`config.mk`:
```
export PLATFORM = sky130hd
export DESIGN_NAME = proton_fetch_queue
export DESIGN_NICKNAME = d
export VERILOG_FILES = /design/src/rtl/proton_pkg.sv /design/src/rtl/proton_fetch_fifo.sv /design/src/rtl/proton_fetch_queue.sv
export SDC_FILE = /design/constraint.sdc
export NUM_CORES = 1
export LEC_CHECK = 0
export ABC_AREA = 1
export CAP_MARGIN = 5
export CORE_AREA = 8 8 218 137
export CTS_BUF_LIST = sky130_fd_sc_hd__clkbuf_4
export CTS_CLUSTER_DIAMETER = 120
export CTS_CLUSTER_SIZE = 40
export DETAILED_ROUTE_END_ITERATION = 16
export DIE_AREA = 0 0 226 145
export HOLD_SLACK_MARGIN = 0.05
export PLACE_DENSITY = 0.81
export REMOVE_ABC_BUFFERS = 1
export SLEW_MARGIN = 20
export SYNTH_ARGS = -nofsm -noshare
export SYNTH_HDL_FRONTEND = slang
export SYNTH_SLANG_ARGS = --single-unit
```
`constraint.sdc`:
```
create_clock -name CLK -period 2.3 [get_ports CLK]
set_input_delay 0.46 -clock CLK [delete_from_list [all_inputs] [get_ports CLK]]
set_output_delay 0.46 -clock CLK [all_outputs]
set_load 0.05 [all_outputs]
```
`src/rtl/proton_pkg.sv`:
```
// Shared constants and types for the PROTON fetch stage.
package proton_pkg;

  localparam int DATA_LENGTH   = 32;
  localparam int ADDRESS_LINES = 20;

  localparam logic [DATA_LENGTH-1:0] NOP_INSTR = 32'h0000_0013;

  typedef struct packed {
    logic [DATA_LENGTH-1:0] pc;
    logic [DATA_LENGTH-1:0] ir;
  } fetch_entry_t;

endpackage

```
`src/rtl/proton_fetch_fifo.sv`:
```
// Generic DEPTH-entry circular buffer with push, pop, flush and occupancy.
module proton_fetch_fifo #(
  parameter int WIDTH = 64,
  parameter int DEPTH = 4
) (
  input  logic                   clk,
  input  logic                   rst_n,
  input  logic                   push,
  input  logic                   pop,
  input  logic                   flush,
  input  logic [WIDTH-1:0]       wdata,
  output logic [WIDTH-1:0]       rdata,
  output logic [$clog2(DEPTH):0] count,
  output logic                   full,
  output logic                   empty
);

  localparam int PTR_W = $clog2(DEPTH);
  localparam int CNT_W = PTR_W + 1;

  logic [WIDTH-1:0] mem [DEPTH];
  logic [PTR_W-1:0] wr_ptr;
  logic [PTR_W-1:0] rd_ptr;
  logic             do_push;
  logic             do_pop;

  assign full    = (count == CNT_W'(DEPTH));
  assign empty   = (count == '0);
  assign do_pop  = pop && !empty;
  // A push at full is only accepted when the head leaves in the same cycle.
  assign do_push = push && (!full || do_pop);
  assign rdata   = mem[rd_ptr];

  always_ff @(posedge clk or negedge rst_n) begin
    if (!rst_n) begin
      wr_ptr <= '0;
      rd_ptr <= '0;
      count  <= '0;
      for (int i = 0; i < DEPTH; i++) begin
        mem[i] <= '0;
      end
    end else if (flush) begin
      wr_ptr <= '0;
      rd_ptr <= '0;
      count  <= '0;
    end else begin
      if (do_push) begin
        mem[wr_ptr] <= wdata;
        wr_ptr      <= wr_ptr + PTR_W'(1);
      end
      if (do_pop) begin
        rd_ptr <= rd_ptr + PTR_W'(1);
      end
      if (do_push && !do_pop) begin
        count <= count + CNT_W'(1);
      end else if (do_pop && !do_push) begin
        count <= count - CNT_W'(1);
      end
    end
  end

endmodule

```
`src/rtl/proton_fetch_queue.sv`:
```
// PROTON fetch/prefetch stage: PC, IMEM request logic and a decode-side queue.
// Optional macro PROTON_FETCH_BYPASS_EN forwards a response straight to decode when the queue is empty.
module proton_fetch_queue #(
  parameter int                     DATA_LENGTH   = proton_pkg::DATA_LENGTH,
  parameter int                     ADDRESS_LINES = proton_pkg::ADDRESS_LINES,
  parameter int                     DEPTH         = 4,
  parameter logic [DATA_LENGTH-1:0] RESET_PC      = '0
) (
  input  logic                     CLK,
  input  logic                     RST_N,
  output logic                     IMEM_REQ,
  output logic [ADDRESS_LINES-1:0] IMEM_ADDR,
  input  logic [DATA_LENGTH-1:0]   IMEM_DATA,
  input  logic                     REDIRECT,
  input  logic [DATA_LENGTH-1:0]   REDIRECT_PC,
  input  logic                     HALT,
  output logic                     ID_VALID,
  output logic [DATA_LENGTH-1:0]   ID_IR,
  output logic [DATA_LENGTH-1:0]   ID_PC,
  input  logic                     ID_READY,
  output logic [$clog2(DEPTH):0]   COUNT
);

  localparam int CNT_W = $clog2(DEPTH) + 1;

  typedef struct packed {
    logic [DATA_LENGTH-1:0] pc;
    logic [DATA_LENGTH-1:0] ir;
  } entry_t;

  logic [DATA_LENGTH-1:0] pc;
  logic [DATA_LENGTH-1:0] pc_pipe;
  logic                   inflight;
  logic                   req;
  logic [CNT_W:0]         occupancy;
  logic                   fifo_push;
  logic                   fifo_pop;
  logic                   fifo_full;
  logic                   fifo_empty;
  logic [CNT_W-1:0]       fifo_count;
  entry_t                 fifo_wdata;
  entry_t                 fifo_rdata;

  // Every outstanding read owns a queue slot, so a response can always be written.
  assign occupancy = {1'b0, fifo_count} + {{CNT_W{1'b0}}, inflight};
  assign req       = RST_N && !HALT && !REDIRECT && (occupancy < (CNT_W + 1)'(DEPTH));

  assign IMEM_REQ   = req;
  assign IMEM_ADDR  = pc[ADDRESS_LINES-1:0];
  assign COUNT      = fifo_count;
  assign fifo_wdata = '{pc: pc_pipe, ir: IMEM_DATA};
  assign fifo_pop   = !fifo_empty && ID_READY && !REDIRECT;

`ifdef PROTON_FETCH_BYPASS_EN
  logic bypass_hit;

  assign bypass_hit = fifo_empty && inflight && !REDIRECT;
  assign fifo_push  = inflight && !REDIRECT && !(bypass_hit && ID_READY);
  assign ID_VALID   = !fifo_empty || bypass_hit;
  assign ID_IR      = bypass_hit ? IMEM_DATA : fifo_rdata.ir;
  assign ID_PC      = bypass_hit ? pc_pipe   : fifo_rdata.pc;
`else
  assign fifo_push  = inflight && !REDIRECT;
  assign ID_VALID   = !fifo_empty;
  assign ID_IR      = fifo_rdata.ir;
  assign ID_PC      = fifo_rdata.pc;
`endif

  always_ff @(posedge CLK or negedge RST_N) begin
    if (!RST_N) begin
      pc       <= RESET_PC;
      pc_pipe  <= '0;
      inflight <= 1'b0;
    end else begin
      inflight <= req;
      if (REDIRECT) begin
        pc <= REDIRECT_PC;
      end else if (req) begin
        pc      <= pc + DATA_LENGTH'(1);
        pc_pipe <= pc;
      end
    end
  end

  proton_fetch_fifo #(
    .WIDTH ($bits(entry_t)),
    .DEPTH (DEPTH)
  ) u_fifo (
    .clk   (CLK),
    .rst_n (RST_N),
    .push  (fifo_push),
    .pop   (fifo_pop),
    .flush (REDIRECT),
    .wdata (fifo_wdata),
    .rdata (fifo_rdata),
    .count (fifo_count),
    .full  (fifo_full),
    .empty (fifo_empty)
  );

  a_no_overflow: assert property (@(posedge CLK) disable iff (!RST_N)
    !(fifo_push && fifo_full && !fifo_pop));

endmodule
```
# Yosys cells after proc, flatten, opt, wreduce, memory -nomap -nowiden
# Cells that the tools add are included.
word_totals:
  reg_bits: 328
  latch_bits: 0
  mem_bits_rw: 0
  rom_bits: 0
  in_bits: 69
  output_inout_bits: 89
  n_memories: 0
classes:
  addsub: 6
  n_mul: 0
  div: 0
  magnitude_cmp: 4
  eq_ne: 1
  n_shift: 0
  muxes: 15
  n_bitwise: 3
  reduce_logical: 25
ops:
  columns: ["op", "n"]
  rows:
  - ["$bwmux 256", 1]
  - ["$mux 64", 3]
  - ["$bmux 64 s2", 1]
  - ["$demux 64 s2", 1]
  - ["$mux 32", 2]
  - ["$add 32x1->32 const B", 1]
  - ["$logic_and 1x1->1", 11]
  - ["$mux 3", 3]
  - ["$mux 2", 4]
  - ["$ge 3x3->1 const B", 2]
  - ["$logic_not 1->1", 6]
  - ["$not 2->3", 2]
  - ["$reduce_bool 2->1", 3]
  - ["$add 2x1->2 const B", 2]
  - ["$add 3x1->4", 1]
  - ["$lt 4x3->1 const B", 1]
  - ["$reduce_and 2->1", 2]
  - ["$add 3x1->3 const B", 1]
  - ["$eq 3x3->1 const B", 1]
  - ["$logic_not 3->1", 1]
  - ["$lt 3x1->1 const B", 1]
  - ["$reduce_bool 3->1", 1]
  - ["$sub 3x1->3 const B", 1]
  - ["$logic_or 1x1->1", 1]
  - ["$not 1->1", 1]

# Depth between registers and ports, before layout
# Gate-level depths: netlist (run 1).
depth:
  word_depth: 12
  ltp_mapped: 11

# Cells and area by module
# From an unflattened synthesis (run 1), not the netlist that was laid out.
hier_totals:
  hier_cells: 2068
  hier_area_um2: 16318.2
by_module_without_submodules:
  columns: ["mod", "instances", "cells_each", "area_per_inst_um2", "seq_area_each_um2"]
  rows:
  - ["proton_fetch_fifo", 1, 1537, 12537.0, 6581.3]
  - ["proton_fetch_queue", 1, 531, 3781.1, 1626.6]

# Worst setup path after synthesis (run 1)
# OpenSTA, ideal clock, no wires.
synth_timing:
  path_kind: "register to output"
  startpoint: "register u_fifo.rd_ptr[0]"
  endpoint: "output port ID_PC[21]"
  arrival_ns: 1.911
  setup_slack_ns: -0.071
  stages_incl_launch_ff: 6
  n_path_buf: 3
  cell_sequence: "dfrtp_1 > buf_2 > clkbuf_1 > clkbuf_1 > nor2_1 > o22ai_1"
synth_via:
  elab_chain_len: 4
synth_rtl:
  columns: ["item", "line", "rtl"]
  rows:
  - ["start: declaration", "proton_fetch_fifo.sv:23", "logic [PTR_W-1:0] rd_ptr;"]
  - ["start signal: assignment", "proton_fetch_fifo.sv:52", "rd_ptr <= rd_ptr + PTR_W'(1);"]
  - ["$not 2->3 (implied by the code)", "proton_fetch_fifo.sv:32", "assign rdata = mem[rd_ptr];"]
  - ["$bmux 64 s2", "proton_fetch_fifo.sv:32", null]
  - ["$mux 64 (implied by the code) (2 in a row)", "proton_fetch_fifo.sv:32", null]
  - ["end: declaration", "proton_fetch_queue.sv:19", "output logic [DATA_LENGTH-1:0] ID_PC,"]
# No other way between the ends. The select of a mux whose other input is x is not followed.

# Worst setup path after layout (run 1)
layout_timing:
  startpoint: "register u_fifo.rd_ptr[0]"
  endpoint: "output port ID_IR[22]"
layout_via:
  elab_chain_len: 4
layout_rtl:
  columns: ["item", "line", "rtl"]
  rows:
  - ["$not 2->3 (implied by the code)", "proton_fetch_fifo.sv:32", null]
  - ["$bmux 64 s2", "proton_fetch_fifo.sv:32", null]
  - ["$mux 64 (implied by the code) (2 in a row)", "proton_fetch_fifo.sv:32", null]
  - ["end: declaration", "proton_fetch_queue.sv:18", "output logic [DATA_LENGTH-1:0] ID_IR,"]
# No other way between the ends. The select of a mux whose other input is x is not followed.

==> impl_metrics.tcl, run 1 <==
set metrics [dict create \
    status "finished, violations left" \
    violations "setup timing" \
    syn_inst 1478 \
    slew_violations 0 \
    fin_area_mm2 0.0199 \
    ys_seq_elements 328 \
    grt_pass1_wl_mm 69.2 \
    cp-end-kind "output port" \
    finalSetupTns_ns -27.24 \
    crit_type "register to output port" \
    rows 47 \
    dpl.hpwl_mm 26.7 \
    timing.rr.start "pc[1]" \
    rsz0062_at_grt "yes" \
    crit_chain "buf_6, buf_12, o21ai_2, o22ai_2, buf_12" \
    num_vias 12100 \
    power_frac_comb 0.566 \
    synth_area_mm2 0.0154 \
    wire_per_inst_um 22.8 \
    slowest_delay_ns 0.63 \
    critical_path_peak_fanout 8 \
    route.detailed.drc 0 \
    skew_ns 0.128 \
    finalNetCount 1698 \
    antenna_found_initial 3 \
    hold_viol_final 0 \
    timing.final.ws_setup_ns -0.502 \
    synth-seq-area-share 0.533 \
    ctsHtreeMaxLevel 1 \
    top_level_ports 158 \
    worstPathRequired_ns 1.84 \
    postSynthAreaPerCell_um2 10.4 \
    die-width_um 226 \
    pwr-share-seq 0.348 \
    drive_above_1_share 0.266 \
    grt_usage 0.262 \
    switchingPower_mw 10.1 \
    tightest_slew_ns 0.910 \
    insertion_delay_ns 0.76 \
    cap_violations 0 \
    cts-buffers-inserted 12 \
    first_global_vias 12300 \
    port-buffer-count 157 \
    drt_pre_antenna_iters 5 \
    maxSlewHeadroom 0.393 \
    placed_cell_area_mm2 0.0180 \
    crit_top_cell "buf_12" \
    p_leak_nw 8.98 \
    yosysUniqueCellTypes 38 \
    die_h_um 145 \
    post-route-period-util 1.22 \
    finish.utilization 0.743 \
    crit_slowest_cell "dfrtp_4" \
    clk_pin_slew_ns 0.40 \
    fin_hold_ws_ns 0.202 \
    drt_iter0_markers 1246 \
    max_freq_ghz 0.357 \
    grt_start_max_net_pins 162 \
    crit_path_start_kind "register" \
    swShare 0.434 \
    area_delta_synth_final_pct 29.1 \
    p_int_mw 13.2 \
    ys_warn_count 0 \
    coreArea_mm2 0.0268 \
    vias_per_cell 6.09 \
    routabilityCongestion 0.910 \
    dieArea_mm2 0.0328 \
    start_util 0.576 \
    cp.arrival_ns 2.34 \
    finalWirelength_mm 45.3 \
    worstHoldStart "REDIRECT" \
    critPathBufInv 3 \
    path_delay_family "flip-flops" \
    cts.sinks 328 \
    p_clk_frac 0.086 \
    hp-class "input pin to register" \
    drtAntennaViolNets 0 \
    setup_violations 64 \
    finalCriticalPeriod_ns 2.80 \
    cts_buffer_depth 3 \
    grt_overflow 0 \
    power.density_mw_per_mm2 1170 \
    peakVddDrop_mv 0.964 \
    startpoint "u_fifo.rd_ptr[0]" \
    ctsRootBufferMaster "clkbuf_4" \
    cts_tree "yes" \
]
placed cells by master, fill, tap and decap left out, types with 14 or more instances in the layout:
| cell | n |
|---|---|
| nor2_2 | 32 |
| mux2_2 | 69 |
| buf_12 | 87 |
| buf_4 | 32 |
| nand4_1 | 15 |
| o21ai_1 | 61 |
| nand3_1 | 45 |
| o21a_1 | 38 |
| dfrtp_1 | 322 |
| o22ai_4 | 15 |
| nor2_4 | 31 |
| nor2_1 | 123 |
| o21ai_2 | 28 |
| inv_1 | 62 |
| clkdlybuf4s50_1 | 66 |
| o21ai_0 | 64 |
| nand2_1 | 182 |
| clkbuf_4 | 14 |
| buf_16 | 14 |
| mux2_1 | 151 |
| o22ai_2 | 47 |
power by group through the flow:
stage / clock (mW) / combinational (mW) / sequential (mW)
finish: 2.00 / 13.2 / 8.14
global route: 2.18 / 13.8 / 8.28
CTS: 2.00 / 12.5 / 7.94
detailed placement: 0 / 11.0 / 8.00
global placement: 0 / 10.8 / 7.90
floorplan: 0 / 5.37 / 8.07
path summary, 6_finish.rpt:
path | slack (ns) | end | depth (start not counted)
max in group asynchronous | 1.19 | pc[8] | 3
hold / removal | 0.20 | u_fifo.count[2] | 4
setup reg to reg | 0.21 | pc[16] | 8
hold reg to reg | 0.51 | u_fifo.mem[113] | 1
min in group asynchronous | 0.26 | u_fifo.mem[228] | 3
setup / recovery | -0.50 | ID_IR[22] | 5
flip-flops by register name (all words and copies together) (netlist names):
| name | cells |
|---|---|
| inflight | 1 |
| pc | 32 |
| pc_pipe | 32 |
| u_fifo.count | 3 |
| u_fifo.mem | 256 |
| u_fifo.rd_ptr | 2 |
| u_fifo.wr_ptr | 2 |
final cells by class:
cell class | count | area, um^2
tap | 367 | 459
timing repair buffer | 238 | 3500
clock inverter | 1 | 30.0
clock buffer | 14 | 105
antenna | 2 | 5.00
fill | 1702 | 6870
inverter | 65 | 262
timing repair inverter | 1 | 8.76
sequential | 328 | 8220
multi-input combinational | 977 | 7290
layer usage:
layer	global-route usage	part of all wire	up-vias
met4	0.0690	0.023	2
met1	0.358	0.41	6174
met3	0.0511	0.077	80
li1	-	-	5309
met5	0	0.00031	-
met2	0.426	0.49	575
worst reg2reg max path, cell delays in order, from the launching register on:
cell and delay (ns):
dfrtp_1 0.51, ha_1 0.25, nand3_1 0.24, nor2_2 0.26
nand3_1 0.12, nor2_1 0.26, nand2_1 0.09, nand3_1 0.08
nand4_1 0.08
per-stage QoR:
step / worst slack, ns / power [mW] / std cells
floorplan: -2.86 / 13.4 / 1370
global placement: 0.0666 / 18.7 / 1941
detailed placement: 0.0485 / 19.0 / 1941
CTS: -0.479 / 22.5 / 1983
global route: -0.573 / 24.3 / 1993
finish: -0.502 / 23.4 / 1993
cell usage after synthesis, drive strengths merged:
library cell,number,area share
a22o,1,0.00057
o21a,38,0.019
clkbuf,45,0.011
inv,65,0.016
mux2,220,0.16
a22oi,2,0.00097
nor3,11,0.0046
o21ai,162,0.053
nand2,183,0.046
o22ai,65,0.026
nand4,16,0.0069
fa,1,0.0013
o211ai,6,0.0029
nor2,191,0.053
xnor2,3,0.0017
ha,5,0.0041
o21bai,1,0.00049
a21oi,12,0.0039
nand3b,5,0.0024
nand3,48,0.016
buf,63,0.033
o2111ai,1,0.00057
dfrtp,328,0.53
xor2,6,0.0034
logic make-up after synthesis:
logic type | Yosys count | synth area share
AO/OA/AOI/OAI | 288 | 0.107
XOR/XNOR | 9 | 0.00512
adder cells (fa/ha/maj) | 6 | 0.00536
buffers and inverters | 173 | 0.0594
flip-flops | 328 | 0.533
multiplexers | 220 | 0.161
AND/OR/NAND/NOR | 454 | 0.129
timing repair:
action,4_1_cts,5_1_grt
pin swaps,32,26
hold buffers,2,0
hold endpoints to repair,328,0
gates resized for setup,244,161
buffers inserted,12,4
cloned,13,6
setup endpoints to repair,86,76
Power figures use the tool's default switching activity.
==> run 2, diff against run 1 <==
--- a/config.mk
+++ b/config.mk
@@ -14,7 +14,7 @@
 export DETAILED_ROUTE_END_ITERATION = 16
 export DIE_AREA = 0 0 226 145
 export HOLD_SLACK_MARGIN = 0.05
-export PLACE_DENSITY = 0.81
+export PLACE_DENSITY_LB_ADDON = 0.2
 export REMOVE_ABC_BUFFERS = 1
 export SLEW_MARGIN = 20
 export SYNTH_ARGS = -nofsm -noshare
==> run 2 against run 1 <==
The flow still finishes with violations (setup timing). Sequential share of layout area up 0.075 points. Setup slack lost 0.014 ns. Flip-flop and latch count stayed put. Cell count is 0.40% higher. Design area down 0.12%. Combinational power barely moved. Die area stayed put. Hold slack got worse by 0.048 ns. Global-route usage decreased by 0.57 points. First-iteration DRC count decreased by 9.5%.
==> impl_metrics.tcl, run 2 (same netlist as run 1, synthesis figures left out) <==
set metrics [dict create \
    r2r_slack_ns 0.31 \
    coreArea_mm2 0.0268 \
    p_clk_frac 0.087 \
    cap_violations 0 \
    skew_ns 0.151 \
    port-buffer-count 157 \
    cp-end-kind "output port" \
    vias_per_cell 5.99 \
    grt_usage 0.257 \
    p_leak_nw 9.01 \
    cts-buffers-inserted 12 \
    drtAntennaViolNets 0 \
    dieArea_mm2 0.0328 \
    grt_start_max_net_pins 181 \
    hp-class "input pin to register" \
    timing.rr.end "pc[28]" \
    largest_register "u_fifo.mem" \
    final_common_cell "dfrtp_1" \
    ctsHtreeMaxLevel 1 \
    num_vias 12000 \
    finalWirelength_mm 43.7 \
    finalCriticalPeriod_ns 2.82 \
    ctsRootBufferMaster "clkbuf_4" \
    largest_register_ffs 256 \
    hold_depth 4 \
    switchingPower_mw 9.85 \
    status "finished, violations left" \
    insertion_delay_ns 0.79 \
    grt_pass1_wl_mm 68.0 \
    setup_violations 64 \
    violations "setup timing" \
    dpl.hpwl_mm 25.7 \
    mostFrequentLayoutCells "dfrtp_1, nand2_1, mux2_1" \
    rsz0062_at_grt "yes" \
    antenna_found_initial 2 \
    drive_above_1_share 0.267 \
    slew_violations 0 \
    clk_pin_slew_ns 0.41 \
    finalNetCount 1706 \
    first_global_vias 12100 \
    routabilityCongestion 0.911 \
    max_freq_ghz 0.355 \
    power.density_mw_per_mm2 1160 \
    top_level_ports 158 \
    area_delta_synth_final_pct 29.0 \
    post-route-period-util 1.22 \
    power_frac_comb 0.564 \
    tightest_slew_ns 1.01 \
    cts_tree "yes" \
    route.detailed.drc 0 \
    r2r_cells 8 \
    finalSetupTns_ns -27.66 \
    crit_path_start_kind "register" \
    start_util 0.576 \
    drt_pre_antenna_iters 5 \
    endpoint "ID_IR[10]" \
    rows 47 \
    worstPathRequired_ns 1.84 \
    timing.rr.start "pc[1]" \
    cts_buffer_depth 3 \
    die-width_um 226 \
    timing.final.ws_setup_ns -0.516 \
    p_int_mw 13.2 \
    die_h_um 145 \
    pwr-share-seq 0.348 \
    startpoint "u_fifo.rd_ptr[0]" \
    peakVddDrop_mv 1.09 \
    critical_path_peak_fanout 7 \
    swShare 0.428 \
    cts.sinks 328 \
    wire_per_inst_um 21.9 \
    maxSlewHeadroom 0.325 \
    crit_type "register to output port" \
    finish.utilization 0.742 \
    cp.arrival_ns 2.36 \
    reg_top3 "u_fifo.mem: 256 flops, pc: 32 flops, pc_pipe: 32 flops" \
    drt_iter0_markers 1128 \
    grt_overflow 0 \
    hold_viol_final 0 \
]
## run 2: changes by cell type in the layout (fill, tap and decap cells not counted), sizes merged
cell           before  now
clkinv              2    1
clkbuf             25   26
dlygate4sd3         2    3
dlygate4sd2         5    0
bufbuf              1    0
buf               144  148
clkdlybuf4s15       9   18
## run 2: what timing repair did
action	in CTS	in global routing
hold buffers	3	0
pin swaps	38	37
setup buffers	13	12
setup endpoints to repair	88	75
hold endpoints to repair	323	0
resized for setup	229	153
cloned	11	7
## run 2: worst min-delay path by stage
stage	slack, ns	end	startpoint
4_1_cts	0.15	u_fifo.wr_ptr[0]	REDIRECT
3_5_place_dp	0.27	pc[2]	RST_N
6_report	0.15	u_fifo.wr_ptr[0]	REDIRECT
5_1_grt	0.14	pc[6]	REDIRECT
3_3_place_gp	0.27	pc[2]	RST_N
2_1_floorplan	0.16	inflight	RST_N
## run 2: layout make-up
cell class	count	area, um^2
Timing Repair Buffer	247	3640
Inverter	65	262
Sequential cell	328	8220
Clock buffer	14	105
Tap cell	367	459
Clock inverter	1	30.0
Multi-Input combinational cell	977	7140
Fill cell	1801	6890
Antenna cell	2	5.00
## run 2: metrics by stage
step	setup WS (ns)	hold slack [ns]	total power [mW]	cell area [um^2]	instances
5_1_grt	-0.619	0.142	24.0	19900	2001
3_3_place_gp	0.101	0.273	18.7	18000	1941
6_report	-0.516	0.155	23.0	19900	2001
2_1_floorplan	-2.86	0.164	13.4	14700	1370
3_5_place_dp	0.103	0.273	18.9	18000	1941
4_1_cts	-0.521	0.154	22.2	19200	1982
## run 2: power groups by stage
stage / Combinational (mW) / Sequential (mW) / Clock (mW)
floorplan: 5.37 / 8.07 / 0
finish: 13.0 / 8.02 / 2.00
global placement: 10.8 / 7.92 / 0
detailed placement: 10.9 / 7.99 / 0
global route: 13.6 / 8.18 / 2.22
CTS: 12.3 / 7.89 / 2.03
## run 2: routing by layer
metal | vias to the layer above | share of wire | routed length (um) | global-route usage
met2 | 434 | 0.47 | 20800 | 0.405
met5 | - | 0 | 0 | 0
li1 | 5328 | - | - | -
met4 | 0 | 0.025 | 1090 | 0.0671
met1 | 6151 | 0.43 | 18900 | 0.361
met3 | 78 | 0.068 | 2970 | 0.0485
## run 2: worst max-delay path, cell delays in order, from the launching register on
cell     delay [ns]
dfrtp_4        0.66
inv_12         0.13
buf_12         0.14
buf_16         0.15
buf_12         0.12
nor2_2         0.03
o22ai_2        0.19
buf_12         0.16
==> run 3, diff against run 2 <==
--- a/config.mk
+++ b/config.mk
@@ -14,7 +14,7 @@
 export DETAILED_ROUTE_END_ITERATION = 16
 export DIE_AREA = 0 0 226 145
 export HOLD_SLACK_MARGIN = 0.05
-export PLACE_DENSITY_LB_ADDON = 0.2
+export PLACE_DENSITY = 0.85
 export REMOVE_ABC_BUFFERS = 1
 export SLEW_MARGIN = 20
 export SYNTH_ARGS = -nofsm -noshare
==> run 3 against run 2 <==
Via count increased by 4.4%. Register-to-register slack worse by 0.19 ns. First-iteration DRC count increased by 27%. The run still ends with setup timing left. Largest power group unchanged. Critical endpoint is now ID_PC[25]. Hold slack got worse by 0.052 ns. Fmax rose by 0.13%. Clock skew decreased by 0.010 ns. Sequential power rose by 2%.
==> impl_metrics.tcl, run 3 (same netlist as run 1, synthesis figures left out) <==
set metrics [dict create \
    status "finished, violations left" \
    violations "setup timing" \
    p_leak_nw 9.11 \
    first_global_vias 12600 \
    num_vias 12500 \
    die-width_um 226 \
    grt_pass1_wl_mm 70.0 \
    setup_violations 64 \
    tightest_slew_ns 0.756 \
    grt_overflow 0 \
    fillerInstances 1566 \
    cts_buffer_depth 3 \
    cap_violations 0 \
    antenna_found_initial 0 \
    coreArea_mm2 0.0268 \
    reg_top3 "u_fifo.mem: 256 flops, pc: 32 flops, pc_pipe: 32 flops" \
    routabilityCongestion 0.930 \
    finalWirelength_mm 48.9 \
    r2r_slack_ns 0.12 \
    largest_register "u_fifo.mem" \
    wire_per_inst_um 24.5 \
    clk_pin_slew_ns 0.40 \
    mostFrequentLayoutCells "dfrtp_1, nand2_1, mux2_1" \
    drt_pre_antenna_iters 8 \
    port-buffer-count 157 \
    worstPathRequired_ns 1.84 \
    timing.rr.end "pc[28]" \
    cts-buffers-inserted 12 \
    finalNetCount 1706 \
    ctsRootBufferMaster "clkbuf_4" \
    diodes 0 \
    critical_path_peak_fanout 8 \
    timing.rr.start "pc[1]" \
    placed_cells 1946 \
    finish.utilization 0.764 \
    skew_ns 0.141 \
    insertion_delay_ns 0.76 \
    post-route-period-util 1.22 \
    ctsHtreeMaxLevel 1 \
    cts.sinks 328 \
    dieArea_mm2 0.0328 \
    slew_violations 0 \
    route.detailed.drc 0 \
    drtAntennaViolNets 0 \
    rsz0062_at_grt "yes" \
    cp.arrival_ns 2.35 \
    top_level_ports 158 \
    cp-end-kind "output port" \
    timing.final.ws_setup_ns -0.513 \
    hold_viol_final 0 \
    final_cells 1999 \
    finalPower_mw 24.2 \
    dpl_worst_slack_ns 0.0561 \
    vias_per_cell 6.26 \
    die_h_um 145 \
    power.density_mw_per_mm2 1190 \
    grt_start_max_net_pins 194 \
    final_common_cell "dfrtp_1" \
    largest_register_ffs 256 \
    grt_usage 0.262 \
    area_delta_synth_final_pct 32.8 \
    r2r_cells 8 \
    multi_input_area_mm2 0.00774 \
    cts_tree "yes" \
    start_util 0.576 \
    hp-class "input pin to register" \
    hold_depth 3 \
    placed_cell_area_mm2 0.0180 \
    drive_above_1_share 0.311 \
    peakVddDrop_mv 1.10 \
    rows 47 \
    seq_area_mm2 0.00822 \
    finalSetupTns_ns -26.19 \
    drt_iter0_markers 1427 \
    fin_area_mm2 0.0204 \
    max_freq_ghz 0.356 \
    worstHoldStart "REDIRECT" \
    finalCriticalPeriod_ns 2.81 \
    maxSlewHeadroom 0.496 \
    min_to "pc[14]" \
    fin_hold_ws_ns 0.103 \
    crit_path_start_kind "register" \
    dpl.hpwl_mm 27.0 \
    crit_type "register to output port" \
]
==> run 3: changes by cell type in the layout (fill, tap and decap cells not counted), moves of 17 or more <==
cell,change
nor2_1,-32
nor2_4,+17
o21ai_0,-30
o21ai_2,+31
o22ai_2,-25
o22ai_4,+23
==> run 3: critical path: stages (launching register included) <==
cell	delay (ns)
dfrtp_4	0.64
clkinv_8	0.12
buf_12	0.15
buf_16	0.15
nor2_4	0.04
o22ai_2	0.21
buf_6	0.15
buf_12	0.13
==> run 3: timing repair <==
item,in CTS,in global routing
hold endpoints to repair,321,1
gates cloned,13,9
resized for setup,195,327
setup endpoints to repair,84,76
buffers inserted,14,3
pin swaps,32,49
hold buffers,2,1
==> run 3: how the worst max path moves through the flow <==
stage	from	to	slack (ns)	cells after the start
floorplan	u_fifo.rd_ptr[0]	ID_IR[0]	-2.86	3
global placement	ID_READY	u_fifo.count[2]	0.07	9
detailed placement	ID_READY	u_fifo.count[2]	0.06	9
CTS	u_fifo.rd_ptr[0]	ID_PC[23]	-0.49	7
global route	u_fifo.rd_ptr[0]	ID_PC[25]	-0.57	6
finish	u_fifo.rd_ptr[0]	ID_PC[25]	-0.51	7
==> run 3: area by class of cell <==
| cell class | count | area share |
|---|---|---|
| Timing Repair Buffer | 247 | 0.178 |
| Inverter | 65 | 0.0130 |
| Multi-Input combinational cell | 977 | 0.378 |
| Clock inverter | 1 | 0.00147 |
| Clock buffer | 14 | 0.00514 |
| Tap cell | 367 | 0.0225 |
| Sequential cell | 328 | 0.402 |
==> run 3: per-layer routing <==
| layer | vias up | routed length, um | track usage |
|---|---|---|---|
| li1 | 5316 | - | - |
| met1 | 6393 | 19400 | 0.355 |
| met2 | 668 | 23900 | 0.430 |
| met3 | 136 | 3880 | 0.0473 |
| met4 | 0 | 1820 | 0.0726 |
| met5 | - | 0 | 0 |
==> run 3: report_power, final <==
part / leakage [nW] / internal (mW) / switching, mW
Combinational: 4.88 / 6.26 / 7.80
Clock: 0.0758 / 0.306 / 1.69
Sequential: 4.15 / 7.02 / 1.17
Total: 9.11 / 13.6 / 10.7
